<file path="config.mk">
export PLATFORM = sky130hd
export DESIGN_NAME = data_deserialiser
export DESIGN_NICKNAME = d
export VERILOG_FILES = /design/src/rtl/data_deserialiser_pkg.sv /design/src/rtl/data_deserialiser_sign_extender.sv /design/src/rtl/data_deserialiser.sv
export SDC_FILE = /design/constraint.sdc
export NUM_CORES = 1
export LEC_CHECK = 0
export ABC_AREA = 1
export CAP_MARGIN = 5
export CELL_PAD_IN_SITES_DETAIL_PLACEMENT = 2
export CELL_PAD_IN_SITES_GLOBAL_PLACEMENT = 2
export CORE_MARGIN = 2
export CORE_UTILIZATION = 31
export DETAILED_ROUTE_END_ITERATION = 8
export PLACE_DENSITY = 0.83
export SYNTH_ARGS = -nofsm -noshare
export SYNTH_HDL_FRONTEND = slang
export SYNTH_SLANG_ARGS = --single-unit
</file>
<file path="constraint.sdc">
create_clock -name clk -period 2.93 [get_ports clk]
set_input_delay 0.4395 -clock clk [delete_from_list [all_inputs] [get_ports clk]]
set_output_delay 0.4395 -clock clk [all_outputs]
set_load 0.05 [all_outputs]
</file>
<file path="src/rtl/data_deserialiser_pkg.sv">
// Shared encodings and helpers for the serial-to-parallel write-back path.
// Used by the deserialiser and by the load-path sign extender.
package data_deserialiser_pkg;

    localparam logic [1:0] SIZE_BYTE = 2'b00;
    localparam logic [1:0] SIZE_HALF = 2'b01;
    localparam logic [1:0] SIZE_WORD = 2'b10;

    typedef logic [1:0] state_t;

    localparam state_t ST_IDLE  = 2'd0;
    localparam state_t ST_SHIFT = 2'd1;
    localparam state_t ST_DONE  = 2'd2;

    // Reserved encoding 2'b11 behaves as a word.
    function automatic int unsigned item_bits(input logic [1:0] size);
        int unsigned bits;
        case (size)
            SIZE_BYTE: bits = 8;
            SIZE_HALF: bits = 16;
            default:   bits = 32;
        endcase
        return bits;
    endfunction

endpackage

</file>
<file path="src/rtl/data_deserialiser_sign_extender.sv">
// Widens a byte/half/word item to the full word, sign or zero filled.
// Purely combinational so the load path can share it.
module sign_extender
    import data_deserialiser_pkg::*;
#(
    parameter int WORD_WIDTH = 32
) (
    input  logic [WORD_WIDTH-1:0] raw,
    input  logic [1:0]            size,
    input  logic                  sign_ext,
    output logic [WORD_WIDTH-1:0] ext
);

    int unsigned bits;
    logic        msb;

    always_comb begin
        bits = item_bits(size);
        case (size)
            SIZE_BYTE: msb = raw[7];
            SIZE_HALF: msb = raw[15];
            default:   msb = raw[31];
        endcase
        for (int i = 0; i < WORD_WIDTH; i++) begin
            ext[i] = (i < bits) ? raw[i] : (sign_ext & msb);
        end
    end

endmodule

</file>
<file path="src/rtl/data_deserialiser.sv">
// Bit-serial (LSB-first) to parallel converter feeding register write-back.
// Collects byte/half/word items and hands them over with valid/ready.
module data_deserialiser
    import data_deserialiser_pkg::*;
#(
    parameter int WORD_WIDTH  = 32,
    parameter int DIGIT_WIDTH = 1
) (
    input  logic                   clk,
    input  logic                   rst,
    input  logic                   start,
    input  logic [1:0]             size,
    input  logic                   sign_ext,
    input  logic                   in_valid,
    input  logic [DIGIT_WIDTH-1:0] serial_in,
    output logic                   in_ready,
    output logic                   busy,
    output logic                   out_valid,
    input  logic                   out_ready,
    output logic [WORD_WIDTH-1:0]  word_out
);

    localparam int CW = $clog2(WORD_WIDTH / DIGIT_WIDTH) + 1;

    state_t                state;
    state_t                state_nxt;
    logic [WORD_WIDTH-1:0] sr;
    logic [WORD_WIDTH-1:0] sr_nxt;
    logic [WORD_WIDTH-1:0] raw;
    logic [WORD_WIDTH-1:0] ext;
    logic [WORD_WIDTH-1:0] word_q;
    logic [CW-1:0]         cnt;
    logic [CW-1:0]         last_idx;
    logic [1:0]            size_q;
    logic                  sext_q;
    logic                  take;
    logic                  last;
    logic                  load;

    assign take     = (state == ST_SHIFT) && in_valid;
    assign last_idx = CW'(item_bits(size_q) / DIGIT_WIDTH - 1);
    assign last     = take && (cnt == last_idx);
    assign load     = start && ((state == ST_IDLE) ||
                                (state == ST_DONE && out_ready));

    // New digits enter at the top, so a short item ends up left-aligned.
    assign sr_nxt = {serial_in, sr[WORD_WIDTH-1:DIGIT_WIDTH]};
    assign raw    = sr_nxt >> (WORD_WIDTH - item_bits(size_q));

    sign_extender #(
        .WORD_WIDTH(WORD_WIDTH)
    ) u_sign_extender (
        .raw      (raw),
        .size     (size_q),
        .sign_ext (sext_q),
        .ext      (ext)
    );

    always_ff @(posedge clk) begin
        if (rst) begin
            state <= ST_IDLE;
        end else begin
            state <= state_nxt;
        end
    end

    always_comb begin
        state_nxt = state;
        case (state)
            ST_IDLE:  if (start) state_nxt = ST_SHIFT;
            ST_SHIFT: if (last) state_nxt = ST_DONE;
            ST_DONE: begin
                if (out_ready) begin
                    state_nxt = start ? ST_SHIFT : ST_IDLE;
                end
            end
            default:  state_nxt = ST_IDLE;
        endcase
    end

    always_comb begin
        in_ready  = (state == ST_SHIFT);
        busy      = (state != ST_IDLE);
        out_valid = (state == ST_DONE);
    end

    always_ff @(posedge clk) begin
        if (rst) begin
            sr     <= '0;
            cnt    <= '0;
            size_q <= SIZE_BYTE;
            sext_q <= 1'b0;
            word_q <= '0;
        end else begin
            if (load) begin
                size_q <= size;
                sext_q <= sign_ext;
                cnt    <= '0;
            end
            if (take) begin
                sr  <= sr_nxt;
                cnt <= cnt + 1'b1;
            end
            if (last) begin
                word_q <= ext;
            end
        end
    end

    assign word_out = word_q;

endmodule

</file>
# == Yosys cells after proc, flatten, opt, wreduce, memory -nomap -nowiden ==
# Index checks and enable logic that the tools add are counted.
# word_totals
inputBits,9
reg_bits,75
output_inout_bits,35
# op_classes
n_shift,1
bitwise,1
muxes,41
eq_ne,7
reduce_logical,10
magnitude_cmp,32
add_sub_neg,3
# op_table
cell,count
5-bit by 6-bit less-than comparator with 1-bit output (first input constant),16
4-bit by 6-bit less-than comparator with 1-bit output (first input constant),8
1-bit two-way mux,33
32-bit by 32-bit >> shifter with 32-bit output,1
6-bit by 32-bit subtractor with 32-bit output (first input constant),1
3-bit by 6-bit less-than comparator with 1-bit output (first input constant),4
1-bit by 6-bit less-than comparator with 1-bit output (first input constant),2
2-bit by 6-bit less-than comparator with 1-bit output (first input constant),2
6-bit two-way mux,2
6-bit case mux with 2 select lines,1
6-bit by 1-bit adder with 6-bit output (second input constant),1
6-bit equality test,1
2-bit two-way mux,3
2-bit case mux with 3 select lines,1
6-bit by 1-bit subtractor with 6-bit output (second input constant),1
2-bit by 1-bit equality test with 1-bit output (second input constant),2
1-bit logical AND,4
2-bit zero test,2
2-bit by 1-bit inequality test with 1-bit output (second input constant),2
2-bit nonzero test,2
3-bit AND reduction,1
2-bit equality test (second input constant),1
2-bit inequality test (second input constant),1
1-bit case mux with 2 select lines,1
other kinds (2),2

# == Longest topological paths before layout ==
# logic_depth
depth_word,7
mapped_depth,13
mapped_depth_nobuf,13

# == Cells and area by module ==
# A second synthesis with hierarchy kept.
# unflattened
hier_cells,559
hier_area_um2,3654.8
# modules_own_cells
module,seq_area_each_um2,instances,area_each_um2,cells_each
data_deserialiser,1481.4,1,3348.2,487
sign_extender,0.0,1,306.5,72

# == Least setup slack after synthesis ==
# Ideal clock, no wire load.
# synth_timing
kind,register to register
from,register size_q[1]
to,register word_q[14] (netlist: word_out[14])
stages_incl_launch_ff,12
path_buffers,2
arrival_time_ns,2.006
setup_time_ns,0.121
setup_slack_ns,0.803
period_less_slack_ns,2.127
cell_sequence,dfxtp_1 > inv_1 > nand2_1 > clkbuf_1 > ha_1 > xnor2_2 > xnor2_1 > nor2_4 > inv_4 > buf_4 > a21oi_1 > a21oi_1
# synth_between
elab_chain_len,7
word_cells_on_any_way,12
cone_classes,2 x add/sub; 1 x order compare; 2 x eq/ne; 1 x shift; 3 x mux; 1 x bitwise; 2 x reduce/logical
# synth_lines
item,line_no,source
from (decl),data_deserialiser.sv:34,logic [1:0] size_q;
from (signal assigned),data_deserialiser.sv:96,size_q <= size;
2-bit by 1-bit equality test with 1-bit output or 2-bit zero test (tied branches),"data_deserialiser_pkg.sv:18, data_deserialiser_sign_extender.sv:19",
6-bit case mux with 2 select lines,data_deserialiser_pkg.sv:18,case (size)
6-bit by 32-bit subtractor with 32-bit output,data_deserialiser.sv:48,assign raw = sr_nxt >> (WORD_WIDTH - item_bits(size_q));
32-bit by 32-bit >> shifter with 32-bit output,data_deserialiser.sv:48,
1-bit case mux with 2 select lines,data_deserialiser_sign_extender.sv:19,case (size)
1-bit bitwise AND,data_deserialiser_sign_extender.sv:25,ext[i] = (i < bits) ? raw[i] : (sign_ext & msb);
1-bit two-way mux,data_deserialiser_sign_extender.sv:25,
to (signal assigned),data_deserialiser.sv:105,word_q <= ext;
to (decl),data_deserialiser.sv:31,logic [WORD_WIDTH-1:0] word_q;
# Several ways; a longest one is shown, not always the timed one.
# A chain may end at the register's enable or synchronous reset.

# == Worst setup path after layout ==
# layout_timing
from,register size_q[1]
to,register word_q[5] (netlist: word_out[5])
# The elaborated chain is that of the path after synthesis.

==> impl_metrics.tcl <==
set metrics [dict create \
    irDropWorstVdd_mv 0.245 \
    grt_max_degree 49 \
    core_area_um2 10200 \
    io_buffers 43 \
    cpLargestDelayFamily "buffers and inverters" \
    groute.layer.met3.usage_pct 4.84 \
    synth-async-reset-ratio_pct 0 \
    cts_root_buffer "clkbuf_8" \
    final_cells 614 \
    core.rowCount 37 \
    r2r_start "size_q[1]" \
    die_height_um 106 \
    syn_avg_cell_area_um2 7.38 \
    grt_pass1_vias 3486 \
    multiInputGateArea_um2 1460 \
    end_kind "flop" \
    post-route-util_pct 39.1 \
    critical_path.startpoint "size_q[1]" \
    grt_use_met1_pct 24.8 \
    placed_cells 598 \
    synth-edff-count 0 \
    cts_hold_buf 0 \
    final_common_cell "a21oi_1" \
    drtPass1Iterations 4 \
    critical-path-max-stage-delay_ns 0.36 \
    hold_path_class "flop to flop" \
    num_vias 3216 \
    crit_arrival_ns 2.92 \
    cts_num_sinks 74 \
    grt_pass1_wl_mm 18.2 \
    tns_ns 0 \
    dieArea_um2 11300 \
    start_util_pct 31.6 \
    drcViolationCount 0 \
    drv_cap 0 \
    viasPerCell 5.24 \
    gr-total-overflow 0 \
    worst-path-buf-inv 2 \
    cts_tree "done" \
    track_usage_pct 20.5 \
    nets 486 \
    maxSlewHeadroom_pct 59.1 \
    clockBufferDepth 2 \
    cpMaxStageDelayCell "dfxtp_1" \
    setup_violations 0 \
    synth.distinct_cells 26 \
    hold_violations 0 \
    postCtsSetupBuffers 0 \
    h-tree-depth 3 \
    skew_ns 0.00996 \
    synth-seq-cells 74 \
    wl_per_cell_um 17.9 \
    antenna_found_initial 0 \
    hold_start "sr[9]" \
    die_w_um 106 \
    numCtsBuffers 9 \
    powerDensity_nw_per_um2 601 \
    layout_common_cells "a21oi_1 (88), o21ai_0 (78), dfxtp_1 (74), nand2_1 (57), clkdlybuf4s50_1 (43)" \
    syn2layout_area_growth_pct 23.9 \
    drt-initial-drc-count 121 \
    critPathLaunchType "flop" \
    syn_nets 450 \
    gp_congestion 0.820 \
    path_clk_slew_ns 0.08 \
    drv_slew 0 \
    fin_crit_sh_pct 91.3 \
    ioPinCount 44 \
    cp_cell_sequence "inv_1 -> nand2_1 -> ha_1 -> xnor2_2 -> xnor2_1 -> nor2_4 -> buf_4 -> nor2_1 -> a211oi_1" \
    ys.flop_type "dfxtp_1" \
    final_antenna_net_count 0 \
    tightest_slew_ns 0.606 \
    power_leakage_nw 1.54 \
    drive_above_1_share_pct 7.32 \
    period_needed_ns 2.68 \
    n_antenna_cell 0 \
    status "complete, no violations" \
    clk_latency_ns 0.34 \
    crit_type "flop to flop" \
    whs_ns 0.486 \
    syn_inst 438 \
    hpwl_mm 7.64 \
    grt.busiest_layer "met2" \
    num-fill-cells 1184 \
    cts_resized 0 \
    cp.required_ns 3.18 \
    routed_wl_mm 11.0 \
    max_freq_mhz 374 \
    place_ws_ns 0.211 \
    yosys_warnings 0 \
    grt_setup_unrepaired "no" \
    critical_path.max_fanout 21 \
    fin_ws_ns 0.254 \
    synth_seq_area_share_pct 45.9 \
    syn-cell-area_um2 3230 \
    seq_area_um2 1480 \
    met2_usage_pct 36.5 \
]
## kinds of logic (layout without fill, tap and decap cells)
group | count (synthesis) | after routing | share of synthesized area, %
AND/OR/NAND/NOR | 112 | 113 | 15.0
AO/OA/AOI/OAI | 174 | 174 | 27.8
XOR/XNOR | 3 | 3 | 1.05
buffers and inverters | 72 | 111 | 9.14
adder cells (fa/ha/maj) | 3 | 3 | 1.16
flip-flops | 74 | 74 | 45.9
## cell usage after synthesis, types with 4 or more instances
master | number | area share [%]
a21oi_1 | 88 | 14
buf_2 | 6 | 0.93
buf_4 | 4 | 0.93
clkbuf_1 | 18 | 2.1
dfxtp_1 | 74 | 46
inv_1 | 41 | 4.8
nand2_1 | 57 | 6.6
nand3_1 | 8 | 1.2
nor2_1 | 27 | 3.1
nor3_1 | 13 | 2.0
o21ai_0 | 78 | 12
## power by group
| group | switching, mW | internal [mW] |
|---|---|---|
| Clock | 0.387 | 0.522 |
| Sequential | 0.0244 | 1.03 |
| Combinational | 0.316 | 0.123 |
## per-layer routing
layer	wire length, um	up-vias
li1	-	1534
met1	4770	1613
met2	5700	56
met3	381	13
met4	165	0
met5	0	-
## state kept, by name, indices dropped and copies added, names as in the netlist
name      cells
size_q        2
cnt           6
sext_q        1
sr           31
state         2
word_out     32
## final timing paths
path,to,slack [ns],cells after the start
hold / removal,sr[9],0.49,2
setup reg to reg,word_out[5],0.25,9
hold reg to reg,sr[9],0.49,2
setup / recovery,word_out[5],0.25,9
## per-stage QoR
stage | total power, mW | instance area, um2
after detailed placement | 1.50 | 3770
after CTS | 2.43 | 4000
final | 2.41 | 4000
after floorplan | 1.36 | 3230
after global placement | 1.48 | 3770
after global routing | 2.53 | 4000
## final cells by class
type	count	share of cell area [%]
Clock buffer	11	3.78
Clock inverter	4	1.88
Inverter	44	4.19
Multi-Input combinational cell	293	36.5
Sequential cell	74	37.0
Tap cell	136	4.25
Timing Repair Buffer	52	12.4
## worst reg2reg max path: stages, from the launching register on
cell and delay (ns):
dfxtp_1 0.36, inv_1 0.33, nand2_1 0.15, ha_1 0.30
xnor2_2 0.30, xnor2_1 0.22, nor2_4 0.32, buf_4 0.31
nor2_1 0.07, a211oi_1 0.23
Note: power is estimated with default switching activity, not from simulation.
